### src/rtl/load_id_tracker_pkg.sv
// Shared load-buffer types: per-slot metadata and the load size encoding.
package load_id_tracker_pkg;

    localparam int unsigned LD_NR_ENTRIES   = 8;
    localparam int unsigned DCACHE_ID_WIDTH = 3;
    localparam int unsigned TRANS_ID_WIDTH  = 3;
    localparam int unsigned LD_XLEN         = 64;

    typedef enum logic [1:0] {
        LD_B = 2'b00,
        LD_H = 2'b01,
        LD_W = 2'b10,
        LD_D = 2'b11
    } ld_size_e;

    typedef struct packed {
        logic [TRANS_ID_WIDTH-1:0] trans_id;
        logic [2:0]                offset;
        ld_size_e                  size;
        logic                      is_signed;
        logic                      killed;
    } ldbuf_entry_t;

endpackage

### src/rtl/load_id_tracker_if.sv
// Load-unit / dcache side bundle of the load ID tracker.
// Handshake: an allocation happens on a cycle where alloc_valid_i and alloc_ready_o are both high;
// alloc_ready_o never depends on alloc_valid_i. rsp/abort/result are single-cycle pulses without backpressure.
interface load_id_tracker_if;
    import load_id_tracker_pkg::*;

    logic                       alloc_valid_i;
    logic                       alloc_ready_o;
    logic [TRANS_ID_WIDTH-1:0]  alloc_trans_id_i;
    logic [2:0]                 alloc_offset_i;
    logic [1:0]                 alloc_size_i;
    logic                       alloc_signed_i;
    logic [DCACHE_ID_WIDTH-1:0] alloc_id_o;
    logic                       abort_valid_i;
    logic [DCACHE_ID_WIDTH-1:0] abort_id_i;
    logic                       rsp_valid_i;
    logic [DCACHE_ID_WIDTH-1:0] rsp_id_i;
    logic [LD_XLEN-1:0]         rsp_data_i;
    logic                       result_valid_o;
    logic [TRANS_ID_WIDTH-1:0]  result_trans_id_o;
    logic [LD_XLEN-1:0]         result_data_o;

    modport slave (
        input  alloc_valid_i, alloc_trans_id_i, alloc_offset_i, alloc_size_i, alloc_signed_i,
        input  abort_valid_i, abort_id_i, rsp_valid_i, rsp_id_i, rsp_data_i,
        output alloc_ready_o, alloc_id_o, result_valid_o, result_trans_id_o, result_data_o
    );

    modport master (
        output alloc_valid_i, alloc_trans_id_i, alloc_offset_i, alloc_size_i, alloc_signed_i,
        output abort_valid_i, abort_id_i, rsp_valid_i, rsp_id_i, rsp_data_i,
        input  alloc_ready_o, alloc_id_o, result_valid_o, result_trans_id_o, result_data_o
    );

endinterface

### src/rtl/load_id_tracker_data_align.sv
// Combinational load data alignment: shift the addressed bytes down, then sign/zero-extend.
module load_data_align
    import load_id_tracker_pkg::*;
#(
    parameter int unsigned XLEN = LD_XLEN
) (
    input  logic [XLEN-1:0] data_i,
    input  logic [2:0]      offset_i,
    input  ld_size_e        size_i,
    input  logic            signed_i,
    output logic [XLEN-1:0] data_o
);

    logic [XLEN-1:0] shifted;

    assign shifted = data_i >> {offset_i, 3'b000};

    always_comb begin
        case (size_i)
            LD_B:    data_o = {{(XLEN-8){signed_i & shifted[7]}}, shifted[7:0]};
            LD_H:    data_o = {{(XLEN-16){signed_i & shifted[15]}}, shifted[15:0]};
            LD_W:    data_o = {{(XLEN-32){signed_i & shifted[31]}}, shifted[31:0]};
            default: data_o = shifted;
        endcase
    end

endmodule

### src/rtl/load_id_tracker.sv
// Hands out dcache IDs to issued loads and turns dcache responses into aligned
// writeback results tagged with the original scoreboard trans_id.
module load_id_tracker
    import load_id_tracker_pkg::*;
#(
    parameter int unsigned NrEntries    = LD_NR_ENTRIES,
    parameter int unsigned IdWidth      = DCACHE_ID_WIDTH,
    parameter int unsigned TransIdWidth = TRANS_ID_WIDTH,
    parameter int unsigned XLEN         = LD_XLEN
) (
    input  logic              clk_i,
    input  logic              rst_ni,
    input  logic              flush_i,
    output logic              empty_o,
    load_id_tracker_if.slave  ld
);

    logic [NrEntries-1:0]     valid_q, valid_d;
    ldbuf_entry_t [NrEntries-1:0] entry_q, entry_d;
    logic [IdWidth-1:0]       free_id;
    logic                     alloc_fire;
    logic                     rsp_abort_same;
    logic                     rsp_live;
    logic [XLEN-1:0]          aligned;
    logic                     result_valid_q;
    logic [TransIdWidth-1:0]  result_trans_id_q;
    logic [XLEN-1:0]          result_data_q;

    // Lowest-index free slot, searched from the top so index 0 wins.
    always_comb begin
        free_id = '0;
        for (int i = NrEntries - 1; i >= 0; i--) begin
            if (!valid_q[i]) free_id = IdWidth'(i);
        end
    end

    assign ld.alloc_ready_o = ~&valid_q;
    assign ld.alloc_id_o    = free_id;
    assign empty_o          = ~|valid_q;
    assign alloc_fire       = ld.alloc_valid_i & ld.alloc_ready_o;

    assign rsp_abort_same = ld.abort_valid_i & (ld.abort_id_i == ld.rsp_id_i);
    // A flush in the response cycle kills the load just like an earlier flush would.
    assign rsp_live = ld.rsp_valid_i & valid_q[ld.rsp_id_i] & ~entry_q[ld.rsp_id_i].killed
                    & ~flush_i & ~rsp_abort_same;

    always_comb begin
        valid_d = valid_q;
        entry_d = entry_q;
        for (int i = 0; i < NrEntries; i++) begin
            if (flush_i && valid_q[i]) entry_d[i].killed = 1'b1;
            if ((ld.rsp_valid_i && ld.rsp_id_i == IdWidth'(i)) ||
                (ld.abort_valid_i && ld.abort_id_i == IdWidth'(i))) begin
                valid_d[i]        = 1'b0;
                entry_d[i].killed = 1'b0;
            end
            // Only a free slot is allocated, so this never collides with a legal free.
            if (alloc_fire && free_id == IdWidth'(i)) begin
                valid_d[i]           = 1'b1;
                entry_d[i].trans_id  = ld.alloc_trans_id_i;
                entry_d[i].offset    = ld.alloc_offset_i;
                entry_d[i].size      = ld_size_e'(ld.alloc_size_i);
                entry_d[i].is_signed = ld.alloc_signed_i;
                entry_d[i].killed    = 1'b0;
            end
        end
    end

    load_data_align #(
        .XLEN (XLEN)
    ) u_align (
        .data_i   (ld.rsp_data_i),
        .offset_i (entry_q[ld.rsp_id_i].offset),
        .size_i   (entry_q[ld.rsp_id_i].size),
        .signed_i (entry_q[ld.rsp_id_i].is_signed),
        .data_o   (aligned)
    );

    always_ff @(posedge clk_i or negedge rst_ni) begin
        if (!rst_ni) begin
            valid_q           <= '0;
            entry_q           <= '0;
            result_valid_q    <= 1'b0;
            result_trans_id_q <= '0;
            result_data_q     <= '0;
        end else begin
            valid_q        <= valid_d;
            entry_q        <= entry_d;
            result_valid_q <= rsp_live;
            if (rsp_live) begin
                result_trans_id_q <= entry_q[ld.rsp_id_i].trans_id;
                result_data_q     <= aligned;
            end
        end
    end

    assign ld.result_valid_o    = result_valid_q;
    assign ld.result_trans_id_o = result_trans_id_q;
    assign ld.result_data_o     = result_data_q;

    rsp_to_live_slot: assert property (@(posedge clk_i) disable iff (!rst_ni)
        ld.rsp_valid_i |-> valid_q[ld.rsp_id_i]);

endmodule

### src/flat_wrapper.sv
// flat-port wrapper written by rule: the top's interface ports become plain ports
module load_id_tracker_flat import load_id_tracker_pkg::*;
#(
    parameter int unsigned NrEntries    = LD_NR_ENTRIES,
    parameter int unsigned IdWidth      = DCACHE_ID_WIDTH,
    parameter int unsigned TransIdWidth = TRANS_ID_WIDTH,
    parameter int unsigned XLEN         = LD_XLEN
)
  (clk_i, rst_ni, flush_i, empty_o, ld_alloc_valid_i, ld_alloc_trans_id_i, ld_alloc_offset_i, ld_alloc_size_i, ld_alloc_signed_i, ld_abort_valid_i, ld_abort_id_i, ld_rsp_valid_i, ld_rsp_id_i, ld_rsp_data_i, ld_alloc_ready_o, ld_alloc_id_o, ld_result_valid_o, ld_result_trans_id_o, ld_result_data_o);
  load_id_tracker_if ld_i ();
  input  logic clk_i;
  input  logic rst_ni;
  input  logic flush_i;
  output logic empty_o;
  input wire logic [$bits(ld_i.alloc_valid_i)-1:0] ld_alloc_valid_i;
  input wire logic [$bits(ld_i.alloc_trans_id_i)-1:0] ld_alloc_trans_id_i;
  input wire logic [$bits(ld_i.alloc_offset_i)-1:0] ld_alloc_offset_i;
  input wire logic [$bits(ld_i.alloc_size_i)-1:0] ld_alloc_size_i;
  input wire logic [$bits(ld_i.alloc_signed_i)-1:0] ld_alloc_signed_i;
  input wire logic [$bits(ld_i.abort_valid_i)-1:0] ld_abort_valid_i;
  input wire logic [$bits(ld_i.abort_id_i)-1:0] ld_abort_id_i;
  input wire logic [$bits(ld_i.rsp_valid_i)-1:0] ld_rsp_valid_i;
  input wire logic [$bits(ld_i.rsp_id_i)-1:0] ld_rsp_id_i;
  input wire logic [$bits(ld_i.rsp_data_i)-1:0] ld_rsp_data_i;
  output wire logic [$bits(ld_i.alloc_ready_o)-1:0] ld_alloc_ready_o;
  output wire logic [$bits(ld_i.alloc_id_o)-1:0] ld_alloc_id_o;
  output wire logic [$bits(ld_i.result_valid_o)-1:0] ld_result_valid_o;
  output wire logic [$bits(ld_i.result_trans_id_o)-1:0] ld_result_trans_id_o;
  output wire logic [$bits(ld_i.result_data_o)-1:0] ld_result_data_o;
  assign ld_i.alloc_valid_i = ld_alloc_valid_i;
  assign ld_i.alloc_trans_id_i = ld_alloc_trans_id_i;
  assign ld_i.alloc_offset_i = ld_alloc_offset_i;
  assign ld_i.alloc_size_i = ld_alloc_size_i;
  assign ld_i.alloc_signed_i = ld_alloc_signed_i;
  assign ld_i.abort_valid_i = ld_abort_valid_i;
  assign ld_i.abort_id_i = ld_abort_id_i;
  assign ld_i.rsp_valid_i = ld_rsp_valid_i;
  assign ld_i.rsp_id_i = ld_rsp_id_i;
  assign ld_i.rsp_data_i = ld_rsp_data_i;
  assign ld_alloc_ready_o = ld_i.alloc_ready_o;
  assign ld_alloc_id_o = ld_i.alloc_id_o;
  assign ld_result_valid_o = ld_i.result_valid_o;
  assign ld_result_trans_id_o = ld_i.result_trans_id_o;
  assign ld_result_data_o = ld_i.result_data_o;
  load_id_tracker #(.NrEntries(NrEntries), .IdWidth(IdWidth), .TransIdWidth(TransIdWidth), .XLEN(XLEN)) u_core (.clk_i(clk_i), .rst_ni(rst_ni), .flush_i(flush_i), .empty_o(empty_o), .ld(ld_i));
endmodule
### config.mk
export PLATFORM = sky130hd
export DESIGN_NAME = load_id_tracker_flat
export DESIGN_NICKNAME = d
export VERILOG_FILES = /design/src/rtl/load_id_tracker_pkg.sv /design/src/rtl/load_id_tracker_if.sv /design/src/rtl/load_id_tracker_data_align.sv /design/src/rtl/load_id_tracker.sv /design/src/flat_wrapper.sv
export SDC_FILE = /design/constraint.sdc
export NUM_CORES = 1
export LEC_CHECK = 0
export CAP_MARGIN = 20
export CORE_MARGIN = 4
export CORE_UTILIZATION = 46
export DETAILED_ROUTE_END_ITERATION = 16
export GPL_ROUTABILITY_DRIVEN = 0
export PLACE_DENSITY_LB_ADDON = 0.08
export SETUP_SLACK_MARGIN = 0.5
export SYNTH_ARGS = -nofsm -noshare
export SYNTH_HDL_FRONTEND = slang
export SYNTH_HIERARCHICAL = 1
export SYNTH_SLANG_ARGS = --single-unit
### constraint.sdc
create_clock -name clk_i -period 3.5 [get_ports clk_i]
set_input_delay 0.525 -clock clk_i [delete_from_list [all_inputs] [get_ports clk_i]]
set_output_delay 0.525 -clock clk_i [all_outputs]
set_load 0.05 [all_outputs]
==> impl_metrics.json <==
{
  "status": "complete, no violations",
  "yosysMostFrequentCell": "dfrtp_1",
  "grtUsageTotal_pct": 25.0,
  "intPower_w": 0.00667,
  "tightestPinTransition_ps": 857,
  "synthTopCellsByCount": "dfrtp_1 (156), mux2_2 (87), mux2_4 (64), nand2_1 (50), mux2i_1 (48)",
  "crit_path_start_kind": "primary input",
  "drt-initial-drc-count": 607,
  "die_x_um": 150,
  "fin_crit_ps": 2960,
  "end_kind": "register",
  "clk_latency_ps": 430,
  "pwr-share-seq_pct": 26.8,
  "cts_tree": "yes",
  "ys_types": 49,
  "netlist_area_um2": 9260,
  "p_comb_share_pct": 55.5,
  "core_area_um2": 19700,
  "clkSlewWorstSetupHoldPaths_ps": 70,
  "path_buf_inv": 4,
  "fin_nets": 1002,
  "final.setup.worst_slack_ps": 537,
  "dieArea_um2": 22500,
  "h-tree-depth": 4,
  "postCtsHoldBufs": 0,
  "routedWlPerCell_um": 23.2,
  "avgSynthCellArea_um2": 13.1,
  "clock_sinks": 156,
  "dp_slack_ps": -197,
  "crit_type": "primary input to register",
  "p_leak_nw": 5.39,
  "crit_required_ps": 3820,
  "final_util_pct": 63.2,
  "grt_pass1_wl_um": 42800,
  "n_fill_cell": 1556,
  "setup_viol": 0,
  "r2r-start": "u_core/entry_q[74]",
  "p_switching_w": 0.00458,
  "io_buffers": 157,
  "critPathTopFamily": "multiplexers",
  "grt_pass1_vias": 7425,
  "drt-pass1-iter-count": 5,
  "postLayoutCellArea_um2": 12400,
  "syn_inst": 706,
  "slew_violations": 0,
  "viasPerCell": 5.88,
  "hold-worst-slack_ps": 188,
  "seq_area_frac_synth_pct": 42.2,
  "swShare_pct": 40.7,
  "crit_start": "ld_rsp_id_i[1]",
  "cts_max_path_buffers": 2,
  "async_flop_share_pct": 100,
  "skew_ps": 12.9,
  "max_stage_delay_ps": 510,
  "drv_cap": 0,
  "synth_edf_count": 0,
  "synth_top_area_share_pct": 42.2,
  "layout-drive-gt1-share_pct": 36.6,
  "hold_viol": 0,
  "yosysWarnings": 6,
  "dr_total_vias": 7025,
  "peakVddDrop_mv": 0.448,
  "finalSetupTns_ps": 0,
  "syn-num-nets": 791,
  "cts-root-buf": "clkbuf_16",
  "fin_crit_sh_pct": 84.7,
  "gr-total-overflow": 0,
  "drc": 0,
  "antenna_found_initial": 0,
  "powerDensity_nw_per_um2": 906,
  "synthFlopType": "dfrtp_1",
  "dpl.hpwl_um": 19600,
  "cts_buffers": 17,
  "syn2layout_area_growth_pct": 34.1,
  "clockPowerShare_pct": 17.6,
  "slew_headroom_pct": 42.9,
  "synth_top_cell_by_area": "dfrtp_1",
  "dpl_cell_area_um2": 11600,
  "cpMaxStageDelayCell": "clkdlybuf4s50_1",
  "ys_ff_latch": 156,
  "cp.arrival_ps": 3280,
  "crit_chain": "clkdlybuf4s50_1, buf_12, mux4_2, mux2_4, buf_12, buf_4, mux2i_2, mux2i_1, mux2_2, mux2_4",
  "cp_max_fo": 21,
  "hold_path.class": "primary input to asynchronous set/reset pin",
  "dieHeight_um": 150,
  "grt_max_degree": 92,
  "fp-row-count": 51,
  "rsz0062_at_grt": "true",
  "wirelength_um": 27800,
  "synth_top_cells_by_area": "dfrtp_1 (42%), mux4_2 (11%), mux2_2 (11%), mux2_4 (10%), mux2i_1 (5.2%)",
  "ioPinCount": 158,
  "fmax_mhz": 337,
  "antenna_cells": 0,
  "initial_core_util_pct": 47.1,
  "ant_nets": 0
}
metal layers:
layer	GRT usage [%]	part of all wire, %
met5	0	0
met3	4.36	6.2
met2	43.1	51
met4	8.97	2.7
met1	31.7	40
cell families after synthesis:
family | after synthesis | synth area share, %
DFF | 156 | 42.2
muxes | 245 | 37.4
and+or+nand+nor | 151 | 8.61
AOI/OAI and AO/OA | 83 | 6.75
xor gates and xnor gates | 3 | 0.284
buffers and inverters | 68 | 4.83
final cells by class:
| class | count | area (um2) | share of cell area, % |
|---|---|---|---|
| Tap cell | 265 | 332 | 2.67 |
| Sequential cell | 156 | 3900 | 31.4 |
| Multi-Input combinational cell | 483 | 4950 | 39.9 |
| Inverter | 6 | 22.5 | 0.181 |
| Timing Repair Buffer | 253 | 2580 | 20.8 |
| Clock inverter | 15 | 199 | 1.60 |
| Clock buffer | 17 | 425 | 3.43 |
placed cells by master (no fill, tap or decap), drive strengths merged, types with 5 or more instances in the layout:
cell type / netlist / layout
mux2: 151 / 152
nand2b: 16 / 16
a21oi: 14 / 14
o22ai: 6 / 6
mux2i: 48 / 48
nand3: 14 / 14
nor3: 5 / 5
dfrtp: 156 / 156
a22oi: 7 / 7
o21ai: 12 / 12
clkdlybuf4s50: 0 / 154
nand4: 27 / 27
mux4: 46 / 46
nand2: 50 / 50
nor2b: 8 / 8
o211ai: 5 / 5
inv: 6 / 14
o2111ai: 16 / 16
o2bb2ai: 8 / 8
nor2: 10 / 10
clkbuf: 10 / 17
buf: 52 / 95
nor3b: 5 / 5
final timing paths:
path / end / slack, ps / cells past startpoint
max: u_core/ld.result_data_o[1] / 540 / 10
min: u_core/ld.result_data_o[11] / 190 / 1
max reg2reg: u_core/ld.result_data_o[1] / 730 / 8
min reg2reg: u_core/entry_q[79] / 500 / 1
max in group asynchronous: u_core/valid_q[0] / 2470 / 2
min in group clk_i: u_core/entry_q[79] / 500 / 1
sequential cells by signal, summed over array words and instances (netlist names):
signal                       cells
u_core/entry_q                  80
u_core/ld.result_data_o         64
u_core/valid_q                   8
u_core/ld.result_trans_id_o      3
u_core/ld.result_valid_o         1
power by group through the flow:
stage	combinational [W]	sequential [W]	clock [W]
after floorplan	0.00307	0.00401	0
after global placement	0.00598	0.00300	0
after detailed placement	0.00609	0.00304	0
after CTS	0.00624	0.00302	0.00202
after global routing	0.00658	0.00311	0.00210
final	0.00625	0.00302	0.00199
timing repair:
item | 4_1_cts | 5_1_grt
resized for setup | 11 | 3
pin swaps | 1 | 0
setup endpoints to repair | 60 | 13
gates cloned | 3 | 0
buffers inserted | 5 | 2
worst reg2reg max path: cells and delay by family (launching register included):
family,cells,cell delay [ps]
multiplexers,6,1910
flip-flops,1,380
buffers and inverters,2,360
stage by stage:
| step | total power [W] | std cells |
|---|---|---|
| after floorplan | 0.00708 | 706 |
| after global placement | 0.00898 | 1153 |
| after detailed placement | 0.00914 | 1153 |
| after CTS | 0.0113 | 1193 |
| after global routing | 0.0118 | 1195 |
| final | 0.0113 | 1195 |
No activity file was read; power rests on OpenSTA's default activity.
